===== src/rtl/time_keeper.sv =====
// HH:MM:SS clock with two-button set mode, blinking digit blanking and set-mode timeout.
// Define TIME_12H_EN for a 12-hour display with PM indicator (default build is 24-hour).
module time_keeper #(
  parameter int unsigned SET_TIMEOUT_S = 30
) (
  input  logic       clk_in,
  input  logic       reset,
  input  logic       clk_out_1Hz,
  input  logic       clk_out_5Hz,
  input  logic       btn_mode,
  input  logic       btn_inc,
  output logic [7:0] hh_bcd,
  output logic [7:0] mm_bcd,
  output logic [7:0] ss_bcd,
  output logic [3:0] blank,
  output logic       colon,
  output logic       pm
);

  localparam logic [1:0] RUN    = 2'd0;
  localparam logic [1:0] SET_HH = 2'd1;
  localparam logic [1:0] SET_MM = 2'd2;

`ifdef TIME_12H_EN
  localparam logic [7:0] HH_RST = 8'h12;
`else
  localparam logic [7:0] HH_RST = 8'h00;
`endif

  logic        t1_r, t1_p, t5_r, t5_p;
  logic        mode_s1, mode_s2, inc_s1, inc_s2;
  logic        mode_smp, inc_smp, armed;
  logic [1:0]  state, state_n;
  logic        phase, phase_n;
  logic [31:0] to_cnt, to_cnt_n;
  logic [7:0]  ss_n, mm_n, hh_n;
  logic [3:0]  blank_n;
  logic        colon_n;
  logic        e1, e5, mode_press, inc_press, inc_do, run_tick, timeout;
  logic        state_chg, ss_carry, mm_carry, hh_inc, mm_inc;

  function automatic logic [7:0] bcd_inc(input logic [7:0] v);
    if (v[3:0] == 4'd9) return {v[7:4] + 4'd1, 4'd0};
    else                return {v[7:4], v[3:0] + 4'd1};
  endfunction

  function automatic logic [7:0] hh_wrap(input logic [7:0] v);
`ifdef TIME_12H_EN
    return (v == 8'h12) ? 8'h01 : bcd_inc(v);
`else
    return (v == 8'h23) ? 8'h00 : bcd_inc(v);
`endif
  endfunction

  assign e1 = t1_r & ~t1_p;
  assign e5 = t5_r & ~t5_p;
  // armed blocks a mode button held through reset until it is seen released once
  assign mode_press = e5 & mode_s2 & ~mode_smp & armed;
  assign inc_press  = e5 & inc_s2 & ~inc_smp;
  assign inc_do     = e5 & inc_s2 & ~mode_press & (state != RUN);
  assign run_tick   = e1 & (state == RUN) & ~mode_press;
  assign timeout    = (SET_TIMEOUT_S != 0) && (state != RUN) && e1 && !mode_press
                      && !inc_press && ((to_cnt + 32'd1) == SET_TIMEOUT_S);
  assign ss_carry   = run_tick & (ss_bcd == 8'h59);
  assign mm_carry   = ss_carry & (mm_bcd == 8'h59);
  assign hh_inc     = mm_carry | (inc_do & (state == SET_HH));
  assign mm_inc     = ss_carry | (inc_do & (state == SET_MM));

  always_comb begin
    state_n = state;
    if (mode_press) begin
      case (state)
        RUN:     state_n = SET_HH;
        SET_HH:  state_n = SET_MM;
        default: state_n = RUN;
      endcase
    end else if (timeout) begin
      state_n = RUN;
    end
    state_chg = (state_n != state);

    phase_n = state_chg ? 1'b0 : (e5 ? ~phase : phase);

    blank_n = 4'b0000;
    if (state_n == SET_HH && !inc_do) blank_n = {phase_n, phase_n, 2'b00};
    if (state_n == SET_MM && !inc_do) blank_n = {2'b00, phase_n, phase_n};

    colon_n = colon;
    if (state_n != RUN) colon_n = 1'b1;
    else if (run_tick)  colon_n = ~colon;

    ss_n = ss_bcd;
    if (state != RUN || state_n != RUN) ss_n = 8'h00;
    else if (run_tick)                  ss_n = ss_carry ? 8'h00 : bcd_inc(ss_bcd);

    mm_n = mm_bcd;
    if (mm_inc) mm_n = (mm_bcd == 8'h59) ? 8'h00 : bcd_inc(mm_bcd);

    hh_n = hh_bcd;
    if (hh_inc) hh_n = hh_wrap(hh_bcd);

    to_cnt_n = to_cnt;
    if (state == RUN || state_chg || inc_press) to_cnt_n = '0;
    else if (e1)                                to_cnt_n = to_cnt + 32'd1;
  end

  always_ff @(posedge clk_in) begin
    if (reset) begin
      t1_r     <= 1'b0;
      t1_p     <= 1'b0;
      t5_r     <= 1'b0;
      t5_p     <= 1'b0;
      mode_s1  <= 1'b0;
      mode_s2  <= 1'b0;
      inc_s1   <= 1'b0;
      inc_s2   <= 1'b0;
      mode_smp <= 1'b0;
      inc_smp  <= 1'b0;
      armed    <= 1'b0;
      state    <= RUN;
      phase    <= 1'b0;
      to_cnt   <= '0;
      blank    <= '0;
      colon    <= 1'b1;
      ss_bcd   <= '0;
      mm_bcd   <= '0;
      hh_bcd   <= HH_RST;
    end else begin
      t1_r    <= clk_out_1Hz;
      t1_p    <= t1_r;
      t5_r    <= clk_out_5Hz;
      t5_p    <= t5_r;
      mode_s1 <= btn_mode;
      mode_s2 <= mode_s1;
      inc_s1  <= btn_inc;
      inc_s2  <= inc_s1;
      if (e5) begin
        mode_smp <= mode_s2;
        inc_smp  <= inc_s2;
        if (!mode_s2) armed <= 1'b1;
      end
      state  <= state_n;
      phase  <= phase_n;
      to_cnt <= to_cnt_n;
      // blank only moves on blink/state events so a forced-visible digit stays lit until the next 5 Hz edge
      if (e5 || state_chg) blank <= blank_n;
      colon  <= colon_n;
      ss_bcd <= ss_n;
      mm_bcd <= mm_n;
      hh_bcd <= hh_n;
    end
  end

`ifdef TIME_12H_EN
  always_ff @(posedge clk_in) begin
    if (reset)                           pm <= 1'b0;
    else if (hh_inc && hh_bcd == 8'h11)  pm <= ~pm;
  end
`else
  assign pm = 1'b0;
`endif

endmodule


===== config.mk =====
export PLATFORM = sky130hd
export DESIGN_NAME = time_keeper
export DESIGN_NICKNAME = d
export VERILOG_FILES = /design/src/rtl/time_keeper.sv
export SDC_FILE = /design/constraint.sdc
export NUM_CORES = 1
export LEC_CHECK = 0
export BUFFER_PORTS_ARGS = -buffer_cell sky130_fd_sc_hd__buf_2
export CELL_PAD_IN_SITES_DETAIL_PLACEMENT = 1
export CELL_PAD_IN_SITES_GLOBAL_PLACEMENT = 2
export CORE_ASPECT_RATIO = 1.75
export CORE_MARGIN = 4
export CORE_UTILIZATION = 38
export DETAILED_ROUTE_END_ITERATION = 12
export MAX_ROUTING_LAYER = met4
export PLACE_DENSITY = 0.82
export SLEW_MARGIN = 30
export SYNTH_ARGS = -nofsm -noshare
export SYNTH_HDL_FRONTEND = slang
export SYNTH_SLANG_ARGS = --single-unit

===== constraint.sdc =====
create_clock -name clk_in -period 4.93 [get_ports clk_in]
set_input_delay 0.2465 -clock clk_in [delete_from_list [all_inputs] [get_ports clk_in]]
set_output_delay 0.2465 -clock clk_in [all_outputs]
set_load 0.02 [all_outputs]

After elaboration in Yosys (flattened, before gate mapping) --
Index checks and enable logic that the tools add are counted.
Storage, ports and cells: register bits 75, latch bits 0, memory bits (writable) 0, memory bits (read-only) 0, bits of input ports 6, output and inout port bits 30, logic and storage cells 105, memories kept 0
Cells by class: add/sub/neg operators 7, multipliers 0, divide/modulo/power cells 0, order comparisons 0, eq/ne operators 12, shift-type cells 0, multiplexer cells 13, bitwise logic cells 25, reductions and logical operators 26
Operator list (count):
- $mux 8 | 6
- $add 32x1->32 const B | 1
- $eq 32x5->1 const B | 1
- $add 4x1->4 const B | 6
- $eq 8x7->1 const B | 2
- $and 1x1->1 | 15
- $eq 4x4->1 const B | 3
- $reduce_bool 2->1 | 5
- $eq 8x6->1 const B | 1
- $mux 4 | 2
- $not 1->1 | 8
- $reduce_and 2->1 | 4
- $logic_and 1x1->1 | 6
- $reduce_or 2->1 | 3
- $eq 2x1->1 const B | 2
- $eq 2x2->1 const B | 2
- $logic_or 1x1->1 | 4
- $mux 2 | 2
- $pmux 2 s2 | 1
- $logic_not 1->1 | 3
- $logic_not 2->1 | 1
- $mux 1 | 2
- $ne 2x2->1 | 1
- $or 1x1->1 | 2

Depth between registers and ports, before layout --
depth in word-level cells 15, gate-level depth with buffers 9, mapped depth without buffers 9

Least setup slack after synthesis --
No wires, ideal clock.
kind reg2reg, start point register to_cnt[0], end point register to_cnt[0], arrival time 2.517 ns, path slack 2.274 ns, cell stages (with the launch flop) 9, buffers on the path 0, clock period less this slack 2.656 ns, cell sequence dfxtp_1 -> ha_1 -> nand4_1 -> nor4_2 -> a31oi_1 -> a211oi_1 -> nand4_1 -> nor4_4 -> nor4_1
On the way: cells in the longest elaborated chain, start to end 9
Ends and longest elaborated chain:
- start: declaration | RTL line 35 | logic [31:0] to_cnt, to_cnt_n;
- start signal: assignment | RTL line 144 | to_cnt <= to_cnt_n;
- $add 32x1->32 * | RTL line 63, 104
- $eq 32x5->1 | RTL line 63 | && !inc_press && ((to_cnt + 32'd1) == SET_TIMEOUT_S);
- $logic_and 1x1->1 | RTL line 63
- $mux 2 | RTL line 77 | end else if (timeout) begin
- $mux 2 | RTL line 71 | if (mode_press) begin
- $ne 2x2->1 | RTL line 80 | state_chg = (state_n != state);
- $logic_or 1x1->1 (2 in series) | RTL line 103 | if (state == RUN || state_chg || inc_press) to_cnt_n = '0;
- $reduce_or 2->1 (no source line)
Mark *: on every way between the ends. The rest lies on a longest branch, timed or not. A chain may end at the register's enable or synchronous reset.

Final worst setup path --
start point register to_cnt[1], end point register blank[2]
On the way: cells in the longest elaborated chain, start to end 9, elaborated cells on any way between the ends 14, those cells by class add/sub (1); eq/ne (4); mux (5); reduce/logical (4)
Ends and longest elaborated chain:
- $add 32x1->32 * | RTL line 63
- $eq 32x5->1 * | RTL line 63
- $logic_and 1x1->1 * | RTL line 63
- $mux 2 * | RTL line 77
- $mux 2 * | RTL line 71
- $ne 2x2->1 / $eq 2x1->1 (equally long branches) | RTL line 80, 85
- $mux 1 / $logic_and 1x1->1 (equally long branches) | RTL line 82, 85
- $mux 4 | RTL line 85 | if (state_n == SET_HH && !inc_do) blank_n = {phase_n, phase_n, 2'b00};
- $mux 4 | RTL line 86 | if (state_n == SET_MM && !inc_do) blank_n = {2'b00, phase_n, phase_n};
- end signal: assignment | RTL line 146 | if (e5 || state_chg) blank <= blank_n;
- end: declaration | RTL line 15 | output logic [3:0] blank,
Marked as above.

==> results.sh <==
export IMPL_track_usage_pct=19.2
export IMPL_synth_edff_count=0
export IMPL_grt_max_degree=37
export IMPL_ios=36
export IMPL_die_height_um=144
export IMPL_cp_end_kind="flip-flop"
export IMPL_peakVddDrop_mv=0.173
export IMPL_crit_slowest_cell="nor4_2"
export IMPL_cts_root_buf="clkbuf_16"
export IMPL_clk_latency_ns=0.34
export IMPL_clock_sinks=73
export IMPL_crit_type="reg -> reg"
export IMPL_drc_errors=0
export IMPL_cts_clk_slew_worst_paths_ns=0.06
export IMPL_vias_per_cell=5.57
export IMPL_drv_cap=0
export IMPL_numCtsBuffers=9
export IMPL_num_vias=3602
export IMPL_post_cts_buffers=0
export IMPL_relSlewSlack_pct=44.7
export IMPL_cp_required_ns=5.12
export IMPL_synthCells=497
export IMPL_r2r_slack_ns=1.63
export IMPL_p_leak_uw=0.00161
export IMPL_final_cell_mix="73 x dfxtp_1, 67 x nor2_1, 38 x nand2_1, 34 x buf_2"
export IMPL_final_util_pct=44.2
export IMPL_cts_tree="yes"
export IMPL_synth_top_area_share_pct=36.3
export IMPL_arrival_ns=3.49
export IMPL_drt_pass1_iter_count=4
export IMPL_power_uw=1340
export IMPL_ys_ff_latch=73
export IMPL_start_kind="flip-flop"
export IMPL_yosysSeqAreaShare_pct=36.3
export IMPL_fmax_ghz=0.303
export IMPL_finClkSkew_ns=0.00664
export IMPL_min_path_cells=2
export IMPL_status="finished clean"
export IMPL_syn_to_final_growth_pct=13.1
export IMPL_rr_startpoint="to_cnt[1]"
export IMPL_antenna_found_initial=0
export IMPL_wl_um=10800
export IMPL_synthFlopType="dfxtp_1"
export IMPL_synthesis_nets=517
export IMPL_setup_viol=0
export IMPL_first_global_vias=3717
export IMPL_rows=49
export IMPL_grt_pass1_wl_um=18200
export IMPL_yosys_area_top_type="dfxtp_1"
export IMPL_post_dp_hpwl_um=8070
export IMPL_hold_viol_final=0
export IMPL_maxSlewViolCount=0
export IMPL_drt_initial_drc_count=108
export IMPL_power_density_nw_per_um2=295
export IMPL_synth_area_per_cell_um2=8.09
export IMPL_core_um2=10300
export IMPL_fin_setup_tns_ns=0
export IMPL_wl_per_cell_um=16.7
export IMPL_synth_cell_types=52
export IMPL_min_to="mode_s1"
export IMPL_critPathTopFamily="simple AND/OR/NAND/NOR gates"
export IMPL_gp_congestion=0.874
export IMPL_dieArea_um2=12400
export IMPL_worst_slew_pin_slew_ns=0.822
export IMPL_crit_path_frequent_cell="nand4_1"
export IMPL_rsz0062_at_grt="false"
export IMPL_final_antenna_net_count=0
export IMPL_ctsHoldBuffers=0
export IMPL_crit_path_max_fanout=9
export IMPL_cts_max_path_buffers=2
export IMPL_hp_class="in -> reg"
export IMPL_portBuffers=34
export IMPL_hold_path_startpoint="btn_mode"
export IMPL_syn_area_um2=4020
export IMPL_path_buf_inv=0
export IMPL_worst_r2r_endpoint="blank[2]"
export IMPL_r2r_cells=8
export IMPL_period_minus_slack_ns=3.30
export IMPL_cts_max_level=3
export IMPL_crit_chain="ha_1 > nand4_1 > nor4_2 > a31oi_1 > a211oi_1 > nand4_1 > nor4_4 > nor3_1"
export IMPL_diodes=0
export IMPL_start_util_pct=39.0
export IMPL_overflow=0
export IMPL_yosysWarningCount=0
export IMPL_fillers=1264
export IMPL_synth_area_top_cells="dfxtp_1 36%, xnor2_1 6.3%, nor2_1 6.3%"
export IMPL_ctsResizeCount=0
export IMPL_die_x_um=85.8
export IMPL_critical_path_max_stage_delay_ns=0.75
export IMPL_nNetsFinal=535
export IMPL_fin_crit_sh_pct=66.8
export IMPL_layout_drive_gt1_share_pct=11.9
export IMPL_async_flop_share_pct=0
export IMPL_final_common_cell="dfxtp_1"
per-stage QoR:
stage	worst slack (ns)	cell area, um^2	hold slack (ns)	cells
floorplan	2.27	4020	0.375	497
global placement	1.78	4220	0.435	631
detailed placement	1.67	4220	0.429	631
CTS	1.66	4540	0.112	647
global route	1.29	4550	0.132	647
finish	1.63	4550	0.119	647
how the worst max path moves through the flow:
stage | from | to | slack, ns | cells past startpoint
2_1_floorplan | to_cnt[0] | to_cnt[0] | 2.27 | 8
6_report | to_cnt[1] | blank[2] | 1.63 | 8
3_3_place_gp | to_cnt[0] | blank[1] | 1.78 | 8
4_1_cts | to_cnt[4] | blank[2] | 1.66 | 7
3_5_place_dp | to_cnt[0] | blank[2] | 1.67 | 8
5_1_grt | to_cnt[0] | blank[2] | 1.29 | 8
power breakdown:
group | internal (uW) | switching [uW] | leakage, uW
Combinational | 11.0 | 25.3 | 0.000861
Clock | 443 | 264 | 0.000155
Sequential | 596 | 4.43 | 0.000590
Total | 1050 | 294 | 0.00161
registers in the layout, summed over array words and instances (netlist names), 2 cells and up:
register / count
to_cnt: 32
state: 2
hh_bcd: 8
ss_bcd: 8
mm_bcd: 8
blank: 2
layout make-up:
class                           instances  area (um^2)  area share (%)
Clock buffer                            9          225            4.95
Clock inverter                          7         95.1            2.09
Inverter                               16         60.1            1.32
Multi-Input combinational cell        380         2370            52.1
Sequential cell                        73         1460            32.1
Tap cell                              127          159            3.49
Timing Repair Buffer                   35          178            3.91
cells by family after synthesis:
logic type	Yosys count	synth area share, %
and+or+nand+nor	248	32.0
DFF	73	36.3
AOI/OAI and AO/OA	64	10.7
xor gates and xnor gates	52	11.3
buffers and inverters	44	4.92
adders and majority gates	14	4.36
other	1	0.0933
muxes	1	0.249
cells in the mapped netlist, types with 2 or more instances:
| cell | instances |
|---|---|
| dfxtp_1 | 73 |
| o21ai_0 | 12 |
| clkbuf_2 | 3 |
| nand3b_1 | 4 |
| and3_1 | 8 |
| xnor2_1 | 29 |
| buf_4 | 5 |
| a2111oi_0 | 2 |
| a31o_2 | 2 |
| a211o_1 | 2 |
| buf_2 | 8 |
| or4_1 | 3 |
| nand2b_1 | 6 |
| nand3_1 | 24 |
| and3b_1 | 3 |
| ha_1 | 14 |
| and4_1 | 5 |
| or3_1 | 3 |
| a41oi_1 | 2 |
| clkbuf_1 | 10 |
| inv_1 | 16 |
| nand2_1 | 38 |
| a211oi_1 | 5 |
| o21a_1 | 2 |
| nor2_1 | 67 |
| nand4_1 | 22 |
| a21oi_1 | 25 |
| buf_1 | 2 |
| nor4_1 | 13 |
| nor2b_1 | 14 |
| xor2_1 | 23 |
| nor3b_1 | 3 |
| a31oi_1 | 2 |
| nor3_1 | 29 |
routing by layer:
| layer | GRT usage (%) | up-vias | wire [um] |
|---|---|---|---|
| met1 | 18.2 | 1754 | 3910 |
| met2 | 37.1 | 46 | 6270 |
| li1 | - | 1780 | - |
| met5 | - | - | 0 |
| met4 | 8.26 | 0 | 321 |
| met3 | 3.25 | 22 | 300 |
Power figures use the tool's default switching activity.
